File: src/rtl/negext_arbiter.sv
// Round-robin arbiter sharing one negate/zero-extend datapath between two requesters; 1-cycle registered result.
// Readys drop while an undrained result is held. Optional res_ovf output under NEGEXT_NEG_OVF_EN.
module negext_arbiter #(
  parameter int DATA_W = 32,
  parameter int EXT_W  = 16
) (
  input  logic              clk,
  input  logic              rst_n,
  input  logic              req0_valid,
  input  logic              req0_op,
  input  logic [DATA_W-1:0] req0_data,
  output logic              req0_ready,
  input  logic              req1_valid,
  input  logic              req1_op,
  input  logic [DATA_W-1:0] req1_data,
  output logic              req1_ready,
  output logic              res_valid,
  output logic [DATA_W-1:0] res_data,
  output logic              res_id,
  input  logic              res_ready
`ifdef NEGEXT_NEG_OVF_EN
  ,
  output logic              res_ovf
`endif
);

  localparam logic [DATA_W-1:0] ONE      = DATA_W'(1);
  localparam logic [DATA_W-1:0] MOST_NEG = ONE << (DATA_W - 1);

  logic              res_valid_q, res_valid_d;
  logic [DATA_W-1:0] res_data_q,  res_data_d;
  logic              res_id_q,    res_id_d;
  logic              prio_q,      prio_d;

  logic              can_accept;
  logic              grant_vld;
  logic              grant_id;
  logic              xfer;
  logic              sel_op;
  logic [DATA_W-1:0] sel_data;
  logic [DATA_W-1:0] op_result;

  always_comb begin
    can_accept = !res_valid_q || res_ready;
    grant_vld  = req0_valid || req1_valid;
    // Contention resolved by the pointer; a lone requester always wins.
    grant_id   = (req0_valid && req1_valid) ? prio_q : req1_valid;
    xfer       = can_accept && grant_vld;
    req0_ready = xfer && !grant_id;
    req1_ready = xfer &&  grant_id;
    sel_op     = grant_id ? req1_op   : req0_op;
    sel_data   = grant_id ? req1_data : req0_data;
    op_result  = sel_op ? (~sel_data + ONE)
                        : {{(DATA_W-EXT_W){1'b0}}, sel_data[EXT_W-1:0]};
  end

  always_comb begin
    res_valid_d = res_valid_q;
    res_data_d  = res_data_q;
    res_id_d    = res_id_q;
    prio_d      = prio_q;
    if (xfer) begin
      res_valid_d = 1'b1;
      res_data_d  = op_result;
      res_id_d    = grant_id;
      prio_d      = !grant_id;
    end else if (res_ready) begin
      res_valid_d = 1'b0;
    end
  end

  always_ff @(posedge clk or negedge rst_n) begin
    if (!rst_n) begin
      res_valid_q <= 1'b0;
      res_data_q  <= '0;
      res_id_q    <= 1'b0;
      prio_q      <= 1'b0;
    end else begin
      res_valid_q <= res_valid_d;
      res_data_q  <= res_data_d;
      res_id_q    <= res_id_d;
      prio_q      <= prio_d;
    end
  end

  assign res_valid = res_valid_q;
  assign res_data  = res_data_q;
  assign res_id    = res_id_q;

`ifdef NEGEXT_NEG_OVF_EN
  logic res_ovf_q, res_ovf_d;

  always_comb begin
    res_ovf_d = res_ovf_q;
    if (xfer) res_ovf_d = sel_op && (sel_data == MOST_NEG);
  end

  always_ff @(posedge clk or negedge rst_n) begin
    if (!rst_n) res_ovf_q <= 1'b0;
    else        res_ovf_q <= res_ovf_d;
  end

  assign res_ovf = res_ovf_q;
`endif

endmodule

File: config.mk
export PLATFORM = sky130hd
export DESIGN_NAME = negext_arbiter
export DESIGN_NICKNAME = d
export VERILOG_FILES = /design/src/rtl/negext_arbiter.sv
export SDC_FILE = /design/constraint.sdc
export NUM_CORES = 1
export LEC_CHECK = 0
export CORE_MARGIN = 4
export CORE_UTILIZATION = 40
export CTS_CLUSTER_DIAMETER = 40
export CTS_CLUSTER_SIZE = 8
export DETAILED_ROUTE_END_ITERATION = 10
export GPL_TIMING_DRIVEN = 1
export PLACE_DENSITY = 0.74
export REMOVE_ABC_BUFFERS = 1
export SLEW_MARGIN = 15
export SYNTH_ARGS = -nofsm -noshare
export SYNTH_HDL_FRONTEND = slang
export SYNTH_SLANG_ARGS = --single-unit
File: constraint.sdc
create_clock -name clk -period 4.65 [get_ports clk]
set_input_delay 0.93 -clock clk [delete_from_list [all_inputs] [get_ports clk]]
set_output_delay 0.93 -clock clk [all_outputs]
set_load 0.005 [all_outputs]
## After elaboration in Yosys (flattened, before gate mapping)

Index checks and enable logic that the tools add are counted.

| storage, ports and cells | value |
|---|---|
| logic and storage cells | 21 |
| output and inout port bits | 36 |
| input bits | 71 |
| bits in registers | 35 |

| operators by class | value |
|---|---|
| $add $sub $neg | 1 |
| bitwise operators | 1 |
| reduce and logical (&&, ||, !) cells | 9 |
| multiplexer cells | 6 |

Operators by type and width:

| cell | number |
|---|---|
| $mux 32 | 2 |
| $add 32x1->32 const B | 1 |
| $not 32->32 | 1 |
| $logic_and 1x1->1 | 4 |
| $mux 1 | 4 |
| $logic_not 1->1 | 2 |
| $logic_or 1x1->1 | 2 |
| $reduce_bool 2->1 | 1 |

## Longest topological paths before layout

Gate-level depths: netlist of the first run.

| depth | value |
|---|---|
| depth in word-level cells | 6 |
| depth in mapped cells | 12 |
| gate-level depth less buffers | 10 |

## Least setup slack after synthesis of the first run

No wires, ideal clock.

| path | value |
|---|---|
| path kind | input to register |
| from | in req0_valid |
| to | reg res_data_q[20], in the netlist res_data[20] |
| library setup time | 0.069 ns |
| path buffers | 2 |
| path slack | 0.586 ns |
| data required time | 4.581 ns |
| arrival time | 3.995 ns |
| stages | 12 |
| cells stage by stage | nand2b_1 > nand2_2 > buf_1 > buf_2 > mux2i_1 > ha_1 > or3b_1 > a211o_1 > a22oi_1 > nand2_1 > or4_1 > nand3_1 |

| between the ends | value |
|---|---|
| cells in the longest elaborated chain, start to end | 6 |
| elaborated cells between the ends (all ways) | 9 |
| classes of those cells | add/sub: 1; mux: 4; bitwise: 1; reduce/logical: 3 |

RTL lines:

| what | RTL line | source |
|---|---|---|
| start: declaration | 9 | `input logic req0_valid,` |
| $logic_and 1x1->1 | 47 | `grant_id = (req0_valid && req1_valid) ? prio_q : req1_valid;` |
| $mux 1 | 47 |  |
| $mux 32 | 52 | `sel_data = grant_id ? req1_data : req0_data;` |
| $not 32->32 | 53 | `op_result = sel_op ? (~sel_data + ONE)` |
| $add 32x1->32 | 53 |  |
| $mux 32 | 53 |  |
| end signal: assignment | 80 | `res_data_q <= res_data_d;` |
| end: declaration | 31 | `logic [DATA_W-1:0] res_data_q, res_data_d;` |

Parallel ways exist; a longest one is shown, timed or not.
A chain may end at the register's enable or synchronous reset.

## Worst setup path after layout of the first run

Ends and elaborated chain as after synthesis.

==> results of run 1 <==
metal layers:
metal  global-route usage  wire [um]  share of wire  vias up
li1                     -          -              -     1475
met1                0.298       4060           0.43     1475
met2                0.366       4540           0.48      152
met3               0.0369        682          0.072       17
met4               0.0743        223          0.023        0
met5                    0          0              0        -
worst max-delay path: stages:
cell,delay [ns]
clkdlybuf4s50_1,0.61
nand2b_1,0.12
nand2_2,0.13
mux2i_1,0.26
ha_1,0.22
or3b_1,0.42
a211o_1,0.31
a22oi_1,0.52
nand2_1,0.14
or4_1,0.49
nand3_1,0.09
power by group:
part	switching [mW]	leakage (nW)	internal [mW]	total [mW]
Clock	0.120	0.0654	0.215	0.334
Combinational	0.182	1.13	0.224	0.406
Sequential	0.0301	0.435	0.356	0.386
kinds of logic (layout without fill, tap and decap cells):
logic type                 Yosys count  after routing
and+or+nand+nor                    142            142
adders and majority gates            1              1
xor gates and xnor gates            29             29
buffers and inverters               23            127
muxes                               27             27
AOI/OAI and AO/OA                   80             80
DFF                                 35             35
synth_stat cells, drive strengths merged, types with 2 or more instances:
cell type   n  area [um^2]
a211o       2         17.5
a21oi      11         55.1
a221oi      2         17.5
a22o        8         70.1
a22oi       2         15.0
a31oi       3         18.8
a32o        3         30.0
a32oi       2         17.5
and3        3         18.8
buf         6         42.5
clkbuf     13         72.6
dfrtp      35          876
inv         4         15.0
mux2i      26          264
nand2      46          175
nand2b      4         25.0
nand3      14         70.1
nand4      12         75.1
nor2       20         77.6
nor3       14         70.1
nor4        7         43.8
o2111ai     2         17.5
o211ai      3         22.5
o21ai      24          128
o221ai      2         17.5
o22ai       4         25.0
o31ai       7         52.6
or3         5         31.3
or4         9         71.3
or4b        2         20.0
xnor2      12          105
xor2       17          149
sequential cells by signal, summed over array words and instances, names as in the netlist:
name / cells
prio_q: 1
res_valid: 1
res_data: 32
res_id: 1
final timing paths:
path                                            end  cells past startpoint
max                        res_data[20]$_DFFE_PN0P_                     11
min                        res_data[16]$_DFFE_PN0P_                      2
max reg2reg                res_data[20]$_DFFE_PN0P_                     10
min reg2reg                res_data[16]$_DFFE_PN0P_                      2
max in group asynchronous   res_data[2]$_DFFE_PN0P_                      2
min in group asynchronous  res_data[15]$_DFFE_PN0P_                      2
through the flow:
step	power, mW	cell area, um^2	hold WS (ns)	setup WS [ns]
CTS	1.13	4100	0.484	0.664
global placement	0.792	3960	0.464	0.485
global route	1.18	4100	0.515	0.495
detailed placement	0.797	3960	0.466	0.367
floorplan	0.552	2710	0.471	0.500
finish	1.13	4100	0.480	0.620
cell type report:
cell class,count,area (um^2),area share
sequential,35,876,0.214
timing repair buffer,115,1130,0.276
clock buffer,6,72.6,0.0177
inverter,4,15.0,0.00367
multi-input combinational,279,1820,0.445
tap,96,120,0.0293
clock inverter,2,60.1,0.0147
==> results.cfg, run 1 <==
[placed_design]
dp.cells = 529
port_buffers = 106
hpwl_um = 7200
gp_congestion = 0.897

[layout]
fill_cells = 630
postLayoutCoreUtil = 0.599
drive_gt1_frac = 0.0567
final_cell_count_no_fill = 537
layout_common_cells = clkdlybuf4s50_1, nand2_1, dfrtp_1, mux2i_1, nor2_1
final_common_cell = clkdlybuf4s50_1
insertedDiodeCount = 0
syn_to_final_growth_pct = 45.1
final_net_count = 512

[sta]
slew_violations = 0
tns_ns = 0
hold_violations = 0
finClkSkew_ns = 0.00824
max_slew_margin = 0.516
grt_setup_unrepaired = no
setup_viol = 0
period_needed_ns = 4.03
fmax_mhz = 248
max_slew.worst_pin.slew_ns = 0.725
fin_crit_sh = 0.867

[floorplan]
design.die.area_um2 = 8460
start_util = 0.413
pin_count = 107
fp-row-count = 30
die_h_um = 92.0
die_x_um = 92.0
coreArea_um2 = 6830

[yosys]
synth_edf_count = 0
ys.flop_type = dfrtp_1
synth-simple-area-share = 0.257
synth-adder-area-share = 0.00443
ys_warn_count = 0
synthMuxAreaShare = 0.0976
synth-compound-area-share = 0.194
synth_cell_types = 57
avgSynthCellArea_um2 = 8.37
yosysSeqAreaShare = 0.310
synth_top_family_by_area = simple AND/OR/NAND/NOR gates
synth.cell_area_um2 = 2820
synthArstFlopShare = 1.00
synth-seq-cells = 35
synth_cells = 337
yosys.area_share.xor_xnor = 0.0900

[route]
drt-vias-per-instance = 5.81
dr_total_vias = 3119
drt_iter0_drc = 299
wl_um = 9510
post_drt_wl_per_cell_um = 17.7
antenna_left = 0
drc = 0
dr.pass1.iters = 6

[worst_setup_path]
critPathLaunchType = primary input
regToRegSetupSlack_ns = 1.43
critPathLaunch = req0_valid
cp-end-kind = flip-flop
rr_startpoint = prio_q$_DFFE_PN0P_
crit_required_ns = 4.88
worstPathArrival_ns = 4.26
critPathMaxFanout = 6
crit_type = primary input to flip-flop

[cts]
clkTransAtPathRegs_ns = 0.08
cts_hold_buf = 0
cts_max_level = 2
cts_buffers = 5
ctsResizeCount = 0
root_buffer = clkbuf_8
clock_latency_ns = 0.29
cts_tree = built
cts_num_sinks = 35
clock_path_buffers = 2
post-cts-setup-buffers = 0

[global_routing]
grt_pass1_wl_um = 15300
grt_pass1_vias = 3093
grtUsageTotal = 0.223
antenna_found_initial = 0
grt_overflow = 0
grt_max_degree = 53

[power_and_ir_drop]
irDropWorstVdd_mv = 0.162
power_density_nw_per_um2 = 275
p_leak_nw = 1.63

[worst_hold_path]
min_from = res_data[16]$_DFFE_PN0P_
hold_class = flip-flop to flip-flop

[flow_run]
cap_viol_max_count = 0

[status]
status = finished clean
(Power assumes the default switching activity.)
==> run 2, diff against run 1 <==
- ABC_CLOCK_PERIOD_IN_PS: unset -> 4650
- CAP_MARGIN: unset -> 20
- SKIP_LAST_GASP: unset -> 1
==> results of run 2 <==
Same layout as run 1: the final DEF is identical, and so are final timing and power.
==> run 3, diff against run 2 <==
==> constraint.sdc (replaced) <==
create_clock -name clk -period 4.65 [get_ports clk]
set_input_delay 1.395 -clock clk [delete_from_list [all_inputs] [get_ports clk]]
set_output_delay 1.395 -clock clk [all_outputs]
set_load 0.005 [all_outputs]
==> run 3 against run 2 <==
Cell area down 0.73%. Sequential power about the same. Utilization down 0.44 points. Highest routed layer unchanged. Power down 10%. Global-route usage up 0.55 points. Routed wire length up 3.8%. Via count up 1.2%.
==> results.cfg, run 3 (synthesis gave the netlist of run 1 again) <==
[worst_setup_path]
path_buf_inv = 4
crit_top_cell = clkdlybuf4s50_1
critPathLaunchType = primary input
worstPathArrival_ns = 3.01
slowest_delay_ns = 0.68
crit_required_ns = 3.25
cpMaxStageDelayCell = clkdlybuf4s50_1
crit_type = primary input to primary output
crit_path_cell_trace = clkdlybuf4s50_1 > inv_2 > nor2_1 > nand2_1 > inv_1 > clkdlybuf4s50_1
path_delay_family = buffers and inverters
cp-end-kind = primary output
critPathMaxFanout = 6

[cts]
clkTransAtPathRegs_ns = 0.07
clock_path_buffers = 2
cts_num_sinks = 35
ctsResizeCount = 0
cts_tree = built
clock_latency_ns = 0.30
cts_max_level = 2
cts_hold_buf = 0
cts_buffers = 5
root_buffer = clkbuf_8
post-cts-setup-buffers = 0

[floorplan]
fp-row-count = 30
die_h_um = 92.0
pin_count = 107
die_x_um = 92.0
coreArea_um2 = 6830
start_util = 0.413
design.die.area_um2 = 8460

[global_routing]
grtUsageTotal = 0.228
grtUsageMet2 = 0.381
grt_overflow = 0
grt_pass1_vias = 3127
met1_usage = 0.302
top_usage_layer = met2
antenna_found_initial = 0
grt_pass1_wl_um = 15600
grtUsageMet3 = 0.0459
grt_max_degree = 53

[sta]
fin_crit_sh = 0.948
fmax_mhz = 227
worst_hold_slack_ns = 0.478
max_slew.worst_pin.slew_ns = 0.795
max_slew_margin = 0.470
setup_viol = 0
grt_setup_unrepaired = no
hold_violations = 0
slew_violations = 0
finClkSkew_ns = 0.00411
period_needed_ns = 4.41
tns_ns = 0

[power_and_ir_drop]
irDropWorstVdd_mv = 0.128
power.internal_mw = 0.683
p_sw_mw = 0.328
p_leak_nw = 1.62
p_comb_frac = 0.406
pwr-share-clk = 0.211
power_density_nw_per_um2 = 249
p_sw_frac = 0.324
p_seq_frac = 0.383

[route]
antenna_left = 0
wl_um = 9870
dr.pass1.iters = 5
dr_total_vias = 3157
post_drt_wl_per_cell_um = 18.3
drt_iter0_drc = 247
drc = 0
drt-vias-per-instance = 5.86

[flow_run]
cap_viol_max_count = 0

[status]
status = finished clean

[layout]
drive_gt1_frac = 0.0609
layout_common_cells = clkdlybuf4s50_1, nand2_1, dfrtp_1, mux2i_1, nor2_1
insertedDiodeCount = 0
final_common_cell = clkdlybuf4s50_1
final_net_count = 516
postLayoutCoreUtil = 0.595
syn_to_final_growth_pct = 44.1
largest_reg_flops = 32

[worst_hold_path]
hold_class = flip-flop to flip-flop

[placed_design]
gp_congestion = 0.918
port_buffers = 106
hpwl_um = 7470
==> run 3: cell count changes in the layout (fill, tap and decap cells not counted) <==
| cell | change |
|---|---|
| buf_4 | +4 |
| bufinv_16 | -2 |
==> run 3: stage by stage <==
stage	total power [mW]	worst slack, ns	std cells	area (um^2)
floorplan	0.552	0.0351	318	2710
finish	1.01	0.243	539	4070
global placement	0.795	0.263	533	3990
detailed placement	0.802	0.139	533	3990
global route	1.07	0.115	539	4070
CTS	1.02	0.252	539	4070
==> run 3: final cells by class <==
| type | instances | area (um^2) |
|---|---|---|
| clock buffers | 6 | 72.6 |
| fillers | 647 | 2770 |
| inverters | 4 | 15.0 |
| multi-input cells | 279 | 1820 |
| flip-flops and latches | 35 | 876 |
| well taps | 96 | 120 |
| repair buffers | 119 | 1160 |
==> run 3: final timing paths <==
check | endpoint | slack (ns) | cells past startpoint | startpoint
worst max-delay path | req1_ready | 0.24 | 6 | req1_valid
worst min-delay path | res_data[16]$_DFFE_PN0P_ | 0.48 | 2 | res_data[16]$_DFFE_PN0P_
worst max register to register | res_data[20]$_DFFE_PN0P_ | 1.66 | 11 | prio_q$_DFFE_PN0P_
worst min register to register | res_data[16]$_DFFE_PN0P_ | 0.48 | 2 | res_data[16]$_DFFE_PN0P_
max in group asynchronous | res_data[21]$_DFFE_PN0P_ | 2.79 | 2 | rst_n
min in group asynchronous | res_data[14]$_DFFE_PN0P_ | 1.52 | 2 | rst_n
==> run 3: power groups by stage <==
stage	clock network (mW)	registers (mW)	logic, mW
floorplan	0	0.393	0.159
global placement	0	0.392	0.404
detailed placement	0	0.393	0.410
CTS	0.217	0.388	0.411
global route	0.229	0.394	0.443
finish	0.214	0.387	0.410
==> run 3: per-layer routing <==
metal  vias up  share of wire
met4         0          0.015
li1       1485              -
met5         -              0
met2       166           0.49
met3        18          0.081
met1      1488           0.41
==> run 3: worst register-to-register path, delay by kind of cell, from the launching register on <==
kind | cells | cell delay [ns]
simple gates | 6 | 1.40
compound gates | 2 | 0.50
flops | 1 | 0.39
mux | 1 | 0.26
fa+ha+maj | 1 | 0.21
buf+inv | 1 | 0.18
